**config.mk**
```make
export PLATFORM = sky130hd
export DESIGN_NAME = register_status_table
export DESIGN_NICKNAME = d
export VERILOG_FILES = /design/src/rtl/tomasulo_pkg.sv /design/src/rtl/register_status_entry.sv /design/src/rtl/register_status_table.sv
export SDC_FILE = /design/constraint.sdc
export NUM_CORES = 1
export LEC_CHECK = 0
export ABC_CLOCK_PERIOD_IN_PS = 17100
export CORE_MARGIN = 10
export CORE_UTILIZATION = 57
export CTS_CLUSTER_DIAMETER = 50
export DETAILED_ROUTE_END_ITERATION = 16
export GPL_TIMING_DRIVEN = 0
export PLACE_DENSITY = 0.84
export SLEW_MARGIN = 10
export SYNTH_ARGS = -nofsm -noshare
export SYNTH_HDL_FRONTEND = slang
export SYNTH_HIERARCHICAL = 1
export SYNTH_SLANG_ARGS = --single-unit
```
**constraint.sdc**
```tcl
create_clock -name Clock -period 17.1 [get_ports Clock]
set_clock_uncertainty 0.15 [all_clocks]
set_input_delay 2.565 -clock Clock [delete_from_list [all_inputs] [get_ports Clock]]
set_output_delay 2.565 -clock Clock [all_outputs]
set_load 0.005 [all_outputs]
```
**src/rtl/tomasulo_pkg.sv**
```systemverilog
// rtl/tomasulo_pkg.sv - shared Tomasulo constants: station tags, empty markers, default widths
//
// Purpose : constants shared by the register status table and its entries.
// Ports   : none (package).
package tomasulo_pkg;

   localparam int DEFAULT_TAG_W  = 3;
   localparam int DEFAULT_DATA_W = 16;

   // Tag 0 means "no producer": the register holds its committed value.
   localparam int FREE_REGISTER     = 0;
   localparam int RES_STATION_ADD1  = 1;
   localparam int RES_STATION_ADD2  = 2;
   localparam int RES_STATION_ADD3  = 3;
   localparam int RES_STATION_MUL1  = 4;
   localparam int RES_STATION_MUL2  = 5;
   localparam int RES_STATION_LOAD1 = 6;
   localparam int RES_STATION_LOAD2 = 7;

   // Placeholders a reservation station shows when an operand slot is empty.
   localparam logic [DEFAULT_DATA_W-1:0] Vj_Vk_sem_valor = '0;
   localparam logic [DEFAULT_TAG_W-1:0]  Qj_Qk_sem_valor = DEFAULT_TAG_W'(FREE_REGISTER);

endpackage

```
**src/rtl/register_status_entry.sv**
```systemverilog
// rtl/register_status_entry.sv - one register's Qi/V state with capture, issue and flush priority
//
// Purpose : holds Qi (pending producer tag) and V (committed value) for one register.
// Ports   : Clock, Resetn      - clock, asynchronous active-low reset
//           issue_hit          - the issuing instruction renames this register
//           Issue_tag          - new producer tag
//           Qi_CDB, Qi_CDB_data- broadcast tag (0 = idle) and result
//           Flush              - drop the rename (V still captures)
//           qi, data           - current state
//           qi_next            - Qi value after the coming edge (feeds the pending counter)
module register_status_entry
   import tomasulo_pkg::*;
#(
   parameter int                DATA_W     = DEFAULT_DATA_W,
   parameter int                TAG_W      = DEFAULT_TAG_W,
   parameter logic [DATA_W-1:0] RESET_DATA = DATA_W'(1)
) (
   input  logic              Clock,
   input  logic              Resetn,
   input  logic              issue_hit,
   input  logic [TAG_W-1:0]  Issue_tag,
   input  logic [TAG_W-1:0]  Qi_CDB,
   input  logic [DATA_W-1:0] Qi_CDB_data,
   input  logic              Flush,
   output logic [TAG_W-1:0]  qi,
   output logic [DATA_W-1:0] data,
   output logic [TAG_W-1:0]  qi_next
);

   logic cdb_hit;

   always_comb begin
      cdb_hit = (Qi_CDB != TAG_W'(FREE_REGISTER)) && (qi == Qi_CDB);
      qi_next = qi;
      // Flush beats a new rename, and a new rename beats the old producer retiring.
      if (Flush) begin
         qi_next = TAG_W'(FREE_REGISTER);
      end else if (issue_hit) begin
         qi_next = Issue_tag;
      end else if (cdb_hit) begin
         qi_next = TAG_W'(FREE_REGISTER);
      end
   end

   always_ff @(posedge Clock or negedge Resetn) begin
      if (!Resetn) begin
         qi   <= TAG_W'(FREE_REGISTER);
         data <= RESET_DATA;
      end else begin
         qi <= qi_next;
         // The value is captured whenever the pre-edge producer broadcasts,
         // even if the Qi is simultaneously renamed or flushed.
         if (cdb_hit) begin
            data <= Qi_CDB_data;
         end
      end
   end

endmodule

```
**src/rtl/register_status_table.sv**
```systemverilog
// rtl/register_status_table.sv - parametrised Tomasulo register status table (Qi + value)
//
// Purpose : tracks the pending producer and committed value of every register,
//           renames on issue, captures from the CDB, and serves two dispatch lookups.
// Ports   : Clock, Resetn             - clock, asynchronous active-low reset
//           Issue_valid/rd/tag        - rename port
//           Qi_CDB, Qi_CDB_data       - common data bus snoop (tag 0 = idle)
//           Flush                     - discard all pending renames
//           Rd_j_idx/qi/data          - source j lookup (combinational)
//           Rd_k_idx/qi/data          - source k lookup (combinational)
//           Pending_count             - registers with Qi != 0 (registered)
// Macro   : REGISTER_STATUS_CDB_BYPASS_EN - lookups forward a matching CDB broadcast
//           in the same cycle; undefined returns stored state only.
module register_status_table
   import tomasulo_pkg::*;
#(
   parameter int                NUM_REGS   = 8,
   parameter int                DATA_W     = DEFAULT_DATA_W,
   parameter int                TAG_W      = DEFAULT_TAG_W,
   parameter int                REG_AW     = $clog2(NUM_REGS),
   parameter logic [DATA_W-1:0] RESET_DATA = DATA_W'(16'd1)
) (
   input  logic              Clock,
   input  logic              Resetn,
   input  logic              Issue_valid,
   input  logic [REG_AW-1:0] Issue_rd,
   input  logic [TAG_W-1:0]  Issue_tag,
   input  logic [TAG_W-1:0]  Qi_CDB,
   input  logic [DATA_W-1:0] Qi_CDB_data,
   input  logic              Flush,
   input  logic [REG_AW-1:0] Rd_j_idx,
   output logic [TAG_W-1:0]  Rd_j_qi,
   output logic [DATA_W-1:0] Rd_j_data,
   input  logic [REG_AW-1:0] Rd_k_idx,
   output logic [TAG_W-1:0]  Rd_k_qi,
   output logic [DATA_W-1:0] Rd_k_data,
   output logic [REG_AW:0]   Pending_count
);

   logic [TAG_W-1:0]  qi_arr      [NUM_REGS];
   logic [DATA_W-1:0] data_arr    [NUM_REGS];
   logic [TAG_W-1:0]  qi_next_arr [NUM_REGS];
   logic [REG_AW:0]   pending_next;

   // An out-of-range Issue_rd matches no entry, so it is ignored.
   for (genvar g = 0; g < NUM_REGS; g++) begin : g_entry
      register_status_entry #(
         .DATA_W     (DATA_W),
         .TAG_W      (TAG_W),
         .RESET_DATA (RESET_DATA)
      ) u_entry (
         .Clock       (Clock),
         .Resetn      (Resetn),
         .issue_hit   (Issue_valid && (Issue_rd == REG_AW'(g))),
         .Issue_tag   (Issue_tag),
         .Qi_CDB      (Qi_CDB),
         .Qi_CDB_data (Qi_CDB_data),
         .Flush       (Flush),
         .qi          (qi_arr[g]),
         .data        (data_arr[g]),
         .qi_next     (qi_next_arr[g])
      );
   end

   always_comb begin
      Rd_j_qi   = '0;
      Rd_j_data = '0;
      if (32'(Rd_j_idx) < NUM_REGS) begin
         Rd_j_qi   = qi_arr[Rd_j_idx];
         Rd_j_data = data_arr[Rd_j_idx];
`ifdef REGISTER_STATUS_CDB_BYPASS_EN
         // A same-cycle rename of this register keeps the pre-edge view.
         if ((Qi_CDB != TAG_W'(FREE_REGISTER)) && (qi_arr[Rd_j_idx] == Qi_CDB) &&
             !(Issue_valid && (Issue_rd == Rd_j_idx))) begin
            Rd_j_qi   = TAG_W'(FREE_REGISTER);
            Rd_j_data = Qi_CDB_data;
         end
`endif
      end
   end

   always_comb begin
      Rd_k_qi   = '0;
      Rd_k_data = '0;
      if (32'(Rd_k_idx) < NUM_REGS) begin
         Rd_k_qi   = qi_arr[Rd_k_idx];
         Rd_k_data = data_arr[Rd_k_idx];
`ifdef REGISTER_STATUS_CDB_BYPASS_EN
         if ((Qi_CDB != TAG_W'(FREE_REGISTER)) && (qi_arr[Rd_k_idx] == Qi_CDB) &&
             !(Issue_valid && (Issue_rd == Rd_k_idx))) begin
            Rd_k_qi   = TAG_W'(FREE_REGISTER);
            Rd_k_data = Qi_CDB_data;
         end
`endif
      end
   end

   // Counting the next-state Qi lets the registered count track Qi on the same edge.
   always_comb begin
      pending_next = '0;
      for (int i = 0; i < NUM_REGS; i++) begin
         if (qi_next_arr[i] != TAG_W'(FREE_REGISTER)) begin
            pending_next = pending_next + (REG_AW + 1)'(1);
         end
      end
   end

   always_ff @(posedge Clock or negedge Resetn) begin
      if (!Resetn) begin
         Pending_count <= '0;
      end else begin
         Pending_count <= pending_next;
      end
   end

endmodule

```
# After elaboration in Yosys (flattened, before gate mapping)
# Index checks and enable logic that the tools add are counted.
dict set report word_totals {
  out_inout_bits 42
  reg_bits 156
  elab_cells 113
  input_bits 35
}
dict set report op_classes {
  n_lt_le_gt_ge 2
  n_mux 44
  n_addsub 7
  bitwise_logic 2
  reduce_logical 26
  eq_ne 15
}
# operator count
set ops {}
lappend ops {{$bmux W16 S3} 2}
lappend ops {{$mux W3} 28}
lappend ops {{$mux W16} 4}
lappend ops {{$add A4 B1 Y4 const B} 7}
lappend ops {{$mux W4} 7}
lappend ops {{$reduce_bool A3 Y1} 9}
lappend ops {{$eq A3 B3 Y1} 8}
lappend ops {{$bmux W3 S3} 2}
lappend ops {{$logic_and A1 B1 Y1} 16}
lappend ops {{$eq A3 B3 Y1 const B} 4}
lappend ops {{$ge A4 B4 Y1 const B} 2}
lappend ops {{$not A3 Y4} 2}
lappend ops {{$eq A3 B2 Y1 const B} 2}
lappend ops {{$eq A3 B1 Y1 const B} 1}
lappend ops {{$logic_not A3 Y1} 1}
lappend ops {{$mux W1} 1}

# Depth between registers and ports, before layout
# Gate-level depths: netlist of run 1.
dict set report logic_depth {
  word_depth 21
  mapped_depth 23
  ltp_nobuf 23
}

# By module
# The synthesis of run 1 kept the hierarchy.
# mod seq_area_each_um2 area_per_inst_um2 cells_per_inst instances
set modules_own_cells {}
lappend modules_own_cells {register_status_entry 476.7 778.2 51 8}
lappend modules_own_cells {register_status_table 100.1 3195.6 253 1}

# Least setup slack after synthesis of run 1
# OpenSTA, ideal clock, no wires.
dict set report synth_timing {
  path_kind {input port to flip-flop}
  startpoint {input Qi_CDB[2]}
  endpoint {register Pending_count[3]}
  path_buffers 1
  required_time_ns 16.816
  setup_ns 0.134
  stages 19
  slack_ns 9.513
  arrival_time_ns 7.304
  cell_sequence {xor2_1 > nor4_4 > buf_6 > o22ai_1 > or3_1 > ha_1 > xnor2_1 > ha_1 > xnor3_2 > a21oi_1 > a2bb2oi_1 > ha_1 > o31ai_1 > xor2_1 > and2_1 > o21ai_0 > nand4b_4 > a2111oi_2 > xnor3_1}
}
# element line_no
set synth_rtl {}
lappend synth_rtl {{from (decl)} register_status_table.sv:28} ;# input logic [TAG_W-1:0] Qi_CDB,
lappend synth_rtl {{to (signal assigned)} register_status_table.sv:112} ;# Pending_count <= pending_next;
lappend synth_rtl {{to (decl)} register_status_table.sv:37} ;# output logic [REG_AW:0] Pending_count

==> results of run 1 <==
## kinds of logic after synthesis
| family | synth area share |
|---|---|
| multiplexers | 0.380 |
| flip-flops | 0.415 |
| AND/OR/NAND/NOR | 0.0830 |
| buffers and inverters | 0.0263 |
| AO/OA/AOI/OAI | 0.0376 |
| XOR/XNOR | 0.0457 |
| adder cells (fa/ha/maj) | 0.0120 |
## state kept, by name, summed over array words and instances, names as in the netlist
register and flops:
Pending_count 4, g_entry.u_entry/data 128, g_entry.u_entry/qi 24
## layout by cell type (no fill, tap or decap), types with 6 or more instances in the layout
master,count
buf_1,6
mux4_2,76
mux2_2,166
nor2b_1,8
or3b_2,8
clkbuf_16,17
nor3_1,20
o22ai_1,9
nor2_1,13
dfrtp_1,148
xor2_1,27
or3_1,8
buf_6,8
xnor2_1,11
inv_1,20
o41ai_1,14
clkbuf_1,17
nor4_4,8
ha_1,9
dfstp_2,8
clkdlybuf4s50_1,68
nand2_1,31
## final cells by class
class	count	area [sq um]
sequential	156	3910
inverter	20	75.1
clock buffer	20	457
timing repair buffer	72	736
fill	1038	5040
clock inverter	10	119
multi-input combinational	455	5280
buffer	30	173
tap	216	270
## through the flow
step           instance area, sq um  total power [mW]   util  setup slack, ns
4_1_cts                       11000              1.26  0.685             7.86
5_1_grt                       11000              1.30  0.686             7.29
3_5_place_dp                  10400             0.884  0.649             7.42
2_1_floorplan                  9420             0.739      -             9.51
3_3_place_gp                  10400             0.854  0.647             7.50
6_report                      11000              1.25  0.686             7.79
## worst paths after layout
check / from / to / slack (ns) / cells past startpoint
setup / recovery: Qi_CDB[2] / Pending_count[3]$_DFF_PN0_ / 7.79 / 21
max in group asynchronous: Resetn / g_entry[2].u_entry/data[5]$_DFFE_PN0P_ / 14.05 / 2
hold reg to reg: g_entry[7].u_entry/data[5]$_DFFE_PN0P_ / g_entry[7].u_entry/data[5]$_DFFE_PN0P_ / 0.38 / 1
min in group asynchronous: Resetn / g_entry[5].u_entry/data[3]$_DFFE_PN0P_ / 1.87 / 1
hold / removal: g_entry[7].u_entry/data[5]$_DFFE_PN0P_ / g_entry[7].u_entry/data[5]$_DFFE_PN0P_ / 0.38 / 1
setup reg to reg: g_entry[0].u_entry/qi[2]$_DFF_PN0_ / Pending_count[3]$_DFF_PN0_ / 10.48 / 20
## per-layer routing
| metal | track usage | part of all wire |
|---|---|---|
| met1 | 0.290 | 0.40 |
| met3 | 0.0476 | 0.068 |
| met4 | 0.0699 | 0.016 |
| met5 | 0 | 0 |
| met2 | 0.389 | 0.52 |
## power breakdown
group          switching, mW  internal [mW]
Combinational          0.132          0.231
Sequential            0.0614          0.458
Clock                  0.149          0.221
Total                  0.342          0.910
## critical path, delay by kind of cell
| family | cells | cell delay (ns) |
|---|---|---|
| buffers and inverters | 3 | 1.38 |
| XOR/XNOR | 5 | 1.37 |
| AO/OA/AOI/OAI | 6 | 1.33 |
| AND/OR/NAND/NOR | 4 | 1.79 |
| adder cells (fa/ha/maj) | 3 | 1.01 |
==> flow_metrics.tcl, run 1 <==
set metrics [dict create \
    clk_latency_ns 0.43 \
    synth.largest_area_cell "dfrtp_1" \
    synth_area_sq_um 9420 \
    yosysWarnings 6 \
    syn2layout_area_growth_pct 16.9 \
    die_y_microns 149 \
    worstSetupEndpointType "register" \
    num-nets-final 796 \
    port_buffers 70 \
    cts_buffer_depth 2 \
    p_leak_nw 4.36 \
    drt_iter0_drc 649 \
    yosysMostFrequentCell "mux2_2" \
    die_x_microns 149 \
    setup_violations 0 \
    rsz0062_at_grt "false" \
    cp_slowest_cell "clkdlybuf4s50_1" \
    vias 6478 \
    clock_sinks 156 \
    yosysSeqAreaShare 0.415 \
    min_path_type "reg -> reg" \
    grt_max_degree 118 \
    synth-main-ff-cell "dfrtp_1" \
    drtAntennaViolNets 0 \
    ys_ff_latch 156 \
    antenna_found_initial 0 \
    ctsHoldBuffers 0 \
    routed_wirelength_microns 24900 \
    drc 0 \
    critPathMaxStageDelay_ns 0.95 \
    h-tree-depth 4 \
    grt_pass1_wl_microns 39400 \
    num_rows 46 \
    grt_overflow_total 0 \
    synth_area_leaders "dfrtp_1 39%, mux2_2 20%, mux4_2 18%, xor2_1 2.5%, dfstp_2 2.2%" \
    hold_violations 0 \
    synth_top_area_share 0.393 \
    viasPerCell 6.62 \
    dp.cells 948 \
    synthDistinctLibCells 47 \
    firstDrtPassIters 5 \
    crit_chain "clkdlybuf4s50_1 > xor2_1 > nor4_4 > buf_6 > o22ai_1 > nor3_1 > inv_1 > ha_1 > xnor2_1 > ha_1 > xnor3_2 > a21oi_1 > a2bb2oi_1 > ha_1 > o31ai_1 > xor2_1 > and2_1 > o21ai_0 > nand4b_4 > a2111oi_2 > xnor3_1" \
    relSlewSlack 0.252 \
    dp_hpwl_microns 16500 \
    vdd.ir_drop.worst_mv 0.0616 \
    worst_pin_slew_ns 1.11 \
    ys_async_sr_fraction 1.00 \
    worstPathRequired_ns 17.26 \
    clk_pin_slew_ns 0.06 \
    hold_ws_ns 0.376 \
    grt_pass1_vias 6951 \
    cts_resized 0 \
    drive_gt1_frac 0.418 \
    drv_cap 0 \
    start_kind "input pin" \
    syn_nets 705 \
    postSynthCellCount 661 \
    synth_commonest_cells "166 x mux2_2, 148 x dfrtp_1, 76 x mux4_2" \
    fin_setup_tns_ns 0 \
    final_max_slew_viol_count 0 \
    cts_made_buffers 17 \
    power.density_nw_per_um2 114 \
    critical_path_class "in -> reg" \
    fin_crit_ns 9.31 \
    synth_edf_count 0 \
    io_pins 77 \
    post_cts_buffers 0 \
    final_cells 979 \
    path_max_fanout 16 \
    die-area_sq_um 22100 \
    crit_arrival_ns 9.47 \
    cpMostUsedCell "ha_1" \
    diodes 0 \
    coreArea_sq_um 16100 \
    initial_core_util 0.587 \
    timing.final.crit_share 0.545 \
    status "finished, final reports clean" \
    fmax_mhz 107 \
    wire_per_inst_microns 25.5 \
    grt_use_total 0.230 \
    avgSynthCellArea_sq_um 14.3 \
    gp_congestion 0.868 \
    ctsRootBufferMaster "clkbuf_16" \
    cts_tree "built" \
]
No activity file was read; power rests on OpenSTA's default activity.
==> inputs of run 2 (changes only) <==
Settings changed: ABC_CLOCK_PERIOD_IN_PS 17100 to 8400, CORE_UTILIZATION 57 to 53, PLACE_DENSITY 0.84 to 0.83.
Clock period 17.1 ns to 8.4 ns, I/O delays scaled along.
==> run 2 against run 1 <==
Compared with the run above:
- combinational power is 100% higher
- sequential power is 100% higher
- power is 100% higher
- via count is 1.7% lower
- clock power is 100% higher
- clock-buffer cell count stayed put
- register-to-register slack worse by 8.8 ns
- setup slack worse by 7.5 ns
==> flow_metrics.tcl, run 2 (synthesis gave the netlist of run 1 again) <==
set metrics [dict create \
    status "finished, final reports clean" \
    min_path_type "reg -> reg" \
    num_rows 48 \
    worstSetupEndpointType "register" \
    final_max_slew_viol_count 0 \
    start_kind "input pin" \
    grt_pass1_wl_microns 38800 \
    critPathBufInv 3 \
    multiInputGateArea_sq_um 5280 \
    coreArea_sq_um 17400 \
    crit_start "Qi_CDB[2]" \
    layout_commonest_cell "mux2_2" \
    finalPower_mw 2.55 \
    setup_violations 0 \
    num-nets-final 795 \
    reg2reg_slack_ns 1.72 \
    crit_family "simple AND/OR/NAND/NOR gates" \
    drive_gt1_frac 0.418 \
    syn2layout_area_growth_pct 17.0 \
    fin_util 0.635 \
    ctsRootBufferMaster "clkbuf_16" \
    grt_pass1_vias 6967 \
    routed_wirelength_microns 24500 \
    final_cell_mix "166 x mux2_2, 148 x dfrtp_1, 76 x mux4_2, 68 x clkdlybuf4s50_1, 31 x nand2_1" \
    rr_worst_depth 21 \
    fin_crit_ns 8.09 \
    critPathMaxStageDelay_ns 0.99 \
    cts_tree "built" \
    initial_core_util 0.543 \
    grt_overflow_total 0 \
    drv_cap 0 \
    clock_sinks 156 \
    clk_pin_slew_ns 0.06 \
    n_fill_cell 1206 \
    dp_hpwl_microns 16700 \
    final_cell_area_sq_um 11000 \
    reg_top3 "g_entry.u_entry/data x128, g_entry.u_entry/qi x24, Pending_count x4" \
    reg2reg_to "Pending_count[3]$_DFF_PN0_" \
    die_x_microns 153 \
    power.density_nw_per_um2 232 \
    crit_path_end "Pending_count[3]$_DFF_PN0_" \
    relSlewSlack 0.263 \
    cpMostUsedCell "ha_1" \
    cts_made_buffers 17 \
    largest_register "g_entry.u_entry/data" \
    fmax_mhz 124 \
    ff_latch_area_sq_um 3910 \
    cts_resized 0 \
    hold_violations 0 \
    die_y_microns 153 \
    drtAntennaViolNets 0 \
    p_leak_nw 4.37 \
    firstDrtPassIters 5 \
    worstPathRequired_ns 8.55 \
    grt_max_degree 109 \
    diodes 0 \
    grt_use_total 0.209 \
    cp_slowest_cell "nor4_4" \
    largest_register_ffs 128 \
    hold_ws_ns 0.377 \
    gp_congestion 0.861 \
    crit_chain "clkdlybuf4s50_1 > xor2_1 > nor4_4 > buf_6 > o22ai_1 > nor3_1 > inv_1 > ha_1 > nor4_1 > a21oi_1 > ha_1 > xnor3_2 > a21oi_1 > a2bb2oi_1 > ha_1 > o31ai_1 > xor2_1 > and2_1 > o21ai_0 > nand4b_4 > a2111oi_2 > xnor3_1" \
    worst_pin_slew_ns 1.10 \
    path_max_fanout 16 \
    clk_latency_ns 0.43 \
    drc 0 \
    post_cts_buffers 0 \
    h-tree-depth 4 \
    cts_buffer_depth 2 \
    wire_per_inst_microns 24.8 \
    rsz0062_at_grt "false" \
    critical_path_class "in -> reg" \
    fin_setup_tns_ns 0 \
    crit_arrival_ns 8.24 \
    port_buffers 70 \
    io_pins 77 \
    crit_cells 22 \
    drt_iter0_drc 530 \
    ctsHoldBuffers 0 \
    antenna_found_initial 0 \
    die-area_sq_um 23500 \
    placed_cell_area_sq_um 10400 \
    timing.final.crit_share 0.963 \
    vias 6366 \
    reg2reg_from "g_entry[0].u_entry/qi[2]$_DFF_PN0_" \
    viasPerCell 6.44 \
    vdd.ir_drop.worst_mv 0.152 \
]
run 2: changes by cell type in the layout (fill, tap and decap cells not counted):
cell and change:
inv_6 +1, clkbuf_4 -1, clkinvlp_4 -2, clkinv_2 +3, clkinv_4 -1
run 2: where the power goes:
group,total [mW],internal (mW),switching (mW)
Combinational,0.739,0.471,0.268
Sequential,1.06,0.931,0.126
Clock,0.756,0.450,0.306
Total,2.55,1.85,0.700
run 2: area by class of cell:
cell class / count / area share
Clock buffer: 20 / 0.0414
Sequential cell: 156 / 0.355
Timing Repair Buffer: 71 / 0.0661
Inverter: 20 / 0.00681
Tap cell: 225 / 0.0255
Buffer: 30 / 0.0157
Multi-Input combinational cell: 455 / 0.479
Clock inverter: 11 / 0.0108
run 2: worst min-delay path by stage:
| stage | start | to | slack, ns | depth (start not counted) |
|---|---|---|---|---|
| after floorplan | g_entry[2].u_entry/data[10]$_DFFE_PN0P_ | g_entry[2].u_entry/data[10]$_DFFE_PN0P_ | 0.34 | 1 |
| after global placement | g_entry[6].u_entry/data[8]$_DFFE_PN0P_ | g_entry[6].u_entry/data[8]$_DFFE_PN0P_ | 0.35 | 1 |
| after detailed placement | g_entry[6].u_entry/data[3]$_DFFE_PN0P_ | g_entry[6].u_entry/data[3]$_DFFE_PN0P_ | 0.36 | 1 |
| after CTS | g_entry[3].u_entry/data[4]$_DFFE_PN0P_ | g_entry[3].u_entry/data[4]$_DFFE_PN0P_ | 0.38 | 1 |
| after global routing | g_entry[7].u_entry/data[13]$_DFFE_PN0P_ | g_entry[7].u_entry/data[13]$_DFFE_PN0P_ | 0.40 | 1 |
| final | g_entry[6].u_entry/data[15]$_DFFE_PN0P_ | g_entry[6].u_entry/data[15]$_DFFE_PN0P_ | 0.38 | 1 |
run 2: layer usage:
layer	global-route usage	vias to the layer above	wire, microns
met2	0.360	272	12800
met1	0.248	3306	9450
met3	0.0480	42	1750
li1	-	2746	-
met4	0.0801	0	533
met5	0	-	0
run 2: metrics by stage:
stage | setup WS [ns] | cells
global route | 0.0487 | 988
floorplan | 2.12 | 661
finish | 0.311 | 988
global placement | 0.0787 | 956
CTS | 0.398 | 988
detailed placement | -0.0186 | 957
